## config.mk

```make
export PLATFORM = sky130hd
export DESIGN_NAME = pc_unit
export DESIGN_NICKNAME = d
export VERILOG_FILES = /design/src/rtl/pc_pkg.sv /design/src/rtl/pc_ras.sv /design/src/rtl/pc_unit.sv
export SDC_FILE = /design/constraint.sdc
export NUM_CORES = 1
export LEC_CHECK = 0
export ABC_AREA = 1
export BUFFER_PORTS_ARGS = -buffer_cell sky130_fd_sc_hd__buf_2
export CORE_MARGIN = 1
export CORE_UTILIZATION = 55
export DETAILED_ROUTE_END_ITERATION = 6
export GPL_TIMING_DRIVEN = 0
export PLACE_DENSITY = 0.75
export SYNTH_ARGS = -nofsm -noshare
export SYNTH_HDL_FRONTEND = slang
export SYNTH_HIERARCHICAL = 1
export SYNTH_SLANG_ARGS = --single-unit
```

## constraint.sdc

```tcl
create_clock -name clk -period 6.8 [get_ports clk]
set_clock_uncertainty 0.15 [all_clocks]
set_input_delay 0 -clock clk [delete_from_list [all_inputs] [get_ports clk]]
set_output_delay 0 -clock clk [all_outputs]
set_load 0.01 [all_outputs]
```

## src/rtl/pc_pkg.sv

```systemverilog
// Shared types and helpers for the program-counter unit.
// Imported by pc_ras and pc_unit.
package pc_pkg;

    typedef enum logic [2:0] {
        SEL_SEQ,
        SEL_REDIR,
        SEL_CALL,
        SEL_RET,
        SEL_CALLRET
    } next_pc_sel_e;

    localparam int RAS_DEPTH_DEF = 4;
    localparam int PTR_W         = $clog2(RAS_DEPTH_DEF);

    function automatic longint unsigned align_mask(
        input longint unsigned bytes
    );
        return bytes - 64'd1;
    endfunction

endpackage

```

## src/rtl/pc_ras.sv

```systemverilog
// Circular return-address stack; a push when full drops the oldest entry.
// Replace overwrites the top in place, or pushes if the stack is empty.
module pc_ras
    import pc_pkg::*;
#(
    parameter int XLEN      = 32,
    parameter int RAS_DEPTH = RAS_DEPTH_DEF
) (
    input  logic            clk,
    input  logic            reset,
    input  logic            i_push,
    input  logic            i_pop,
    input  logic            i_replace,
    input  logic [XLEN-1:0] i_din,
    output logic [XLEN-1:0] o_top,
    output logic            o_empty,
    output logic            o_full
);

    localparam int PW = $clog2(RAS_DEPTH);
    localparam int CW = PW + 1;

    logic [XLEN-1:0] r_mem [RAS_DEPTH];
    logic [PW-1:0]   r_ptr;
    logic [CW-1:0]   r_cnt;
    logic [PW-1:0]   w_ptr_inc;
    logic            w_do_push;

    assign w_ptr_inc = r_ptr + 1'b1;
    assign o_top     = r_mem[r_ptr];
    assign o_empty   = (r_cnt == '0);
    assign o_full    = (r_cnt == CW'(RAS_DEPTH));
    assign w_do_push = i_push || (i_replace && o_empty);

    always_ff @(posedge clk or posedge reset) begin
        if (reset) begin
            r_ptr <= '0;
            r_cnt <= '0;
            for (int i = 0; i < RAS_DEPTH; i++) begin
                r_mem[i] <= '0;
            end
        end else if (w_do_push) begin
            r_mem[w_ptr_inc] <= i_din;
            r_ptr            <= w_ptr_inc;
            if (!o_full) begin
                r_cnt <= r_cnt + 1'b1;
            end
        end else if (i_replace) begin
            r_mem[r_ptr] <= i_din;
        end else if (i_pop && !o_empty) begin
            r_ptr <= r_ptr - 1'b1;
            r_cnt <= r_cnt - 1'b1;
        end
    end

endmodule

```

## src/rtl/pc_unit.sv

```systemverilog
// Program-counter unit: next-PC priority mux, CIS register and flags.
// Return addresses are predicted by the pc_ras stack.
module pc_unit
    import pc_pkg::*;
#(
    parameter int              XLEN        = 32,
    parameter logic [XLEN-1:0] RESET_VEC   = '0,
    parameter int              INSTR_BYTES = 4,
    parameter int              RAS_DEPTH   = 4
) (
    input  logic            clk,
    input  logic            reset,
    input  logic            pcWrite,
    input  logic            redirect,
    input  logic [XLEN-1:0] redirect_target,
    input  logic            call,
    input  logic [XLEN-1:0] call_target,
    input  logic            ret,
    output logic [XLEN-1:0] CIS,
    output logic            ras_empty,
    output logic            ras_full,
    output logic            misaligned,
    output logic            ras_underflow
);

    localparam logic [XLEN-1:0] LOW_MASK =
        XLEN'(align_mask(64'(INSTR_BYTES)));

    logic [XLEN-1:0] r_cis;
    logic            r_mis;
    logic            r_uf;
    logic [XLEN-1:0] w_seq;
    logic [XLEN-1:0] w_next;
    logic [XLEN-1:0] w_top;
    logic            w_empty;
    logic            w_full;
    logic            w_uf;
    next_pc_sel_e    w_sel;

    assign w_seq = r_cis + XLEN'(INSTR_BYTES);

    always_comb begin
        w_sel = SEL_SEQ;
        if (redirect) begin
            w_sel = SEL_REDIR;
        end else if (call && ret) begin
            w_sel = SEL_CALLRET;
        end else if (call) begin
            w_sel = SEL_CALL;
        end else if (ret && !w_empty) begin
            w_sel = SEL_RET;
        end
    end

    always_comb begin
        case (w_sel)
            SEL_REDIR:   w_next = redirect_target;
            SEL_CALL:    w_next = call_target;
            SEL_CALLRET: w_next = call_target;
            SEL_RET:     w_next = w_top;
            default:     w_next = w_seq;
        endcase
    end

    // A return with nothing predicted falls through sequentially.
    assign w_uf = ret && !redirect && !call && w_empty;

    pc_ras #(
        .XLEN      (XLEN),
        .RAS_DEPTH (RAS_DEPTH)
    ) u_ras (
        .clk       (clk),
        .reset     (reset),
        .i_push    (pcWrite && (w_sel == SEL_CALL)),
        .i_pop     (pcWrite && (w_sel == SEL_RET)),
        .i_replace (pcWrite && (w_sel == SEL_CALLRET)),
        .i_din     (w_seq),
        .o_top     (w_top),
        .o_empty   (w_empty),
        .o_full    (w_full)
    );

    always_ff @(posedge clk or posedge reset) begin
        if (reset) begin
            r_cis <= RESET_VEC;
            r_mis <= 1'b0;
            r_uf  <= 1'b0;
        end else if (pcWrite) begin
            r_cis <= w_next;
            r_mis <= |(w_next & LOW_MASK);
            r_uf  <= w_uf;
        end else begin
            r_uf  <= 1'b0;
        end
    end

    assign CIS           = r_cis;
    assign misaligned    = r_mis;
    assign ras_underflow = r_uf;
    assign ras_empty     = w_empty;
    assign ras_full      = w_full;

endmodule

```

==> run metrics <==
outcome=complete, no violations; # setup viols final=0; cells along the critical path=inv_1 > buf_2 > clkbuf_1 > nor2_1 > o22ai_1 > nand2_1 > nand3_1 > dlygate4sd3_1 > nand2_1 > o21ai_1; post-route setup TNS=0 ns; CTS tree=yes; CP max FO=10; fin nets=around 1,500; Post CTS Setup Buffer Count=0; most frequent cells in the layout=382 x nand2_1, 167 x dfrtp_1, 119 x nor2_1, 119 x o21ai_2, 110 x buf_2; Synth area leaders=dfrtp_1 42%, nand2_1 15%, o21ai_2 11%; Die W=136.0 um; H-tree depth=4; port bufs=between 100 and 150; EDFF count, synth=0; PD cells=386.2 nW/um^2; die area=18,480 um^2; CTS Root Buffer Type=clkbuf_16; VDD IR max=0.2528 mV; Core Util, Final=0.6864; HPWL Detailed=22,160 um; most frequent cell on the critical path=nand2_1; remaining antenna violation count=0; asr flop ratio synth=1.000; antenna violations before repair=0; yosys warns=6; std cell rows=48; RD Place Congestion=just under 1; starting density of the core=0.5667; most common cell after layout, fill and taps aside=nand2_1; Area growth syn-to-layout=21.13%; Period minus WS final=2.885 ns; post_cts resized=0; Mapped Nets=1,327; 1st-iter DRT viols=about 1,200; cell area after synthesis=9869 um^2; max-cap violation count=0; GR Overflow Total=0; WL/cell=19.05 um; sequential area share after synthesis=0.4234; Detailed Routing Iterations Pass 1=7; CTS Buf Count=17; Least-Margin Pin Slew=0.8007 ns; Clock Tree Buf Depth=2; # DRC=0; All-Layer GR Usage=0.3581; Worst Path Buf+Inv=4; f_max=346.6 MHz; io pins=106; RSZ-0062 raised after global routing=false; Mean Syn Cell Area=slightly below 8 um^2; cell family with most CP delay=buffers and inverters; Hold Vio Cnt, Final=0; Core Box Area=17,420 um^2; number of synthesized register bits=167; Fill cells=1,400; placed insts=1,578; share of post-route cells with drive strength above 1=0.2498; Routed WL=~32,000 um; post-synth top area cell=dfrtp_1; Non-Filler Instances=1,678; Netlist cell types=38; ratio of final minimum period to clock period=0.4243; vias=9,713; Critical Path AT=3.10 ns; Setup crit end kind=register; CP max stage delay=0.56 ns; crit path launch type=register; Clock Pin Slew Worst Setup and Hold Paths=0.07 ns; n_diodes=0; worst-skew pair later-pin latency=0.44 ns; synthesized instance count=1,249; Synth top area share=0.4234; pin count of the biggest net entering global routing=70; Crit-path slowest cell=dlygate4sd3_1; CP required=7.02 ns; Pleak=between 5 and 6 nW; CTS Sinks=about 170; first-pass GRT wire length=~50,000 um; number of global-route vias before repair=8,964; HP Class=input pin to async pin; flop2flop setup slack=3.91 ns; Design Power=4.617 mW; slew margin rel.=0.4654; Synth Flop Type=dfrtp_1; Worst Path Class, Setup=register to register; Die Y=approximately 140 um; Slew Viols, Final=0; average vias per placed instance=5.788
## state kept, by name (all words and copies together), names as in the netlist
register and count:
misaligned 1, u_ras/r_ptr 2, ras_underflow 1, CIS 32, u_ras/r_cnt 3, u_ras/r_mem 128
## report_power, final
part | internal [mW] | leakage (nW) | total, mW | switching [mW]
clock | 0.525 | 0.282 | 0.965 | 0.439
sequential | 1.39 | 2.13 | 1.67 | 0.281
combinational | 0.731 | 3.36 | 1.99 | 1.25
total | 2.64 | 5.77 | 4.62 | 1.97
## tightest hold or removal path: cells and delay by family
family / cells / cell delay, ns
buf+inv: 3 / 1.12
## path summary, 6_finish.rpt
| path | end | cells past startpoint | start |
|---|---|---|---|
| max in group asynchronous | u_ras/r_ptr[0]$_DFFE_PP0P_ | 4 | reset |
| worst max register to register | CIS[14]$_DFFE_PP0P_ | 10 | u_ras/r_ptr[0]$_DFFE_PP0P_ |
| min in group clk | CIS[2]$_DFFE_PP0P_ | 7 | call |
| worst min-delay path | u_ras/r_mem[10]$_DFFE_PP0P_ | 3 | reset |
| worst max-delay path | CIS[14]$_DFFE_PP0P_ | 10 | u_ras/r_ptr[0]$_DFFE_PP0P_ |
| worst min register to register | u_ras/r_mem[45]$_DFFE_PP0P_ | 2 | u_ras/r_mem[45]$_DFFE_PP0P_ |
## through the flow
stage / hold slack, ns / worst slack, ns / cell area [um^2]
finish: 0.06526 / 3.915 / 11960
global route: 0.1204 / 3.776 / 11960
CTS: 0.08128 / 3.974 / 11960
detailed placement: -0.008699 / 4.084 / 10700
global placement: 0.1607 / 1.534 / 10670
floorplan: -0.01461 / 3.096 / 9869
## Yosys cell counts (22+ instances only)
cell,n
a21oi_1,22
buf_6,26
clkbuf_1,27
dfrtp_1,167
inv_1,84
nand2_1,382
nand2_2,33
nand3_1,58
nor2_1,119
o21ai_0,76
o21ai_2,119
o22ai_1,33
## cells by family after synthesis
logic type	after synthesis	synth area share
compound gates	273	0.1890
xor+xnor	9	0.008748
fa+ha+maj	8	0.01090
buf+inv	158	0.08545
flops	167	0.4234
simple gates	634	0.2825
## per-layer routing
| layer | track usage | vias to the layer above | routed length (um) |
|---|---|---|---|
| li1 | - | 4448 | - |
| met1 | 0.4749 | 4602 | 12690 |
| met2 | 0.5641 | 548 | 14850 |
| met3 | 0.08128 | 115 | 3003 |
| met4 | 0.1500 | 0 | 1429 |
| met5 | 0 | - | 0 |
## area by class of cell
type                            count  area [um^2]  share of cell area
Timing Repair Buffer              172         1224              0.1024
Inverter                           91        370.4             0.03098
Buffer                             67        478.0             0.03998
Tap cell                          225        281.5             0.02355
Sequential cell                   167         4179              0.3496
Clock buffer                       19        442.9             0.03705
Multi-Input combinational cell    924         4847              0.4054
Clock inverter                     13        132.6             0.01109
## repair_timing
| action | 4_1_cts | 5_1_grt |
|---|---|---|
| hold endpoints to repair | 132 | 0 |
| hold buffers | 68 | 0 |
| endpoints found under the setup margin | 0 | 0 |
(Power assumes the default switching activity.)
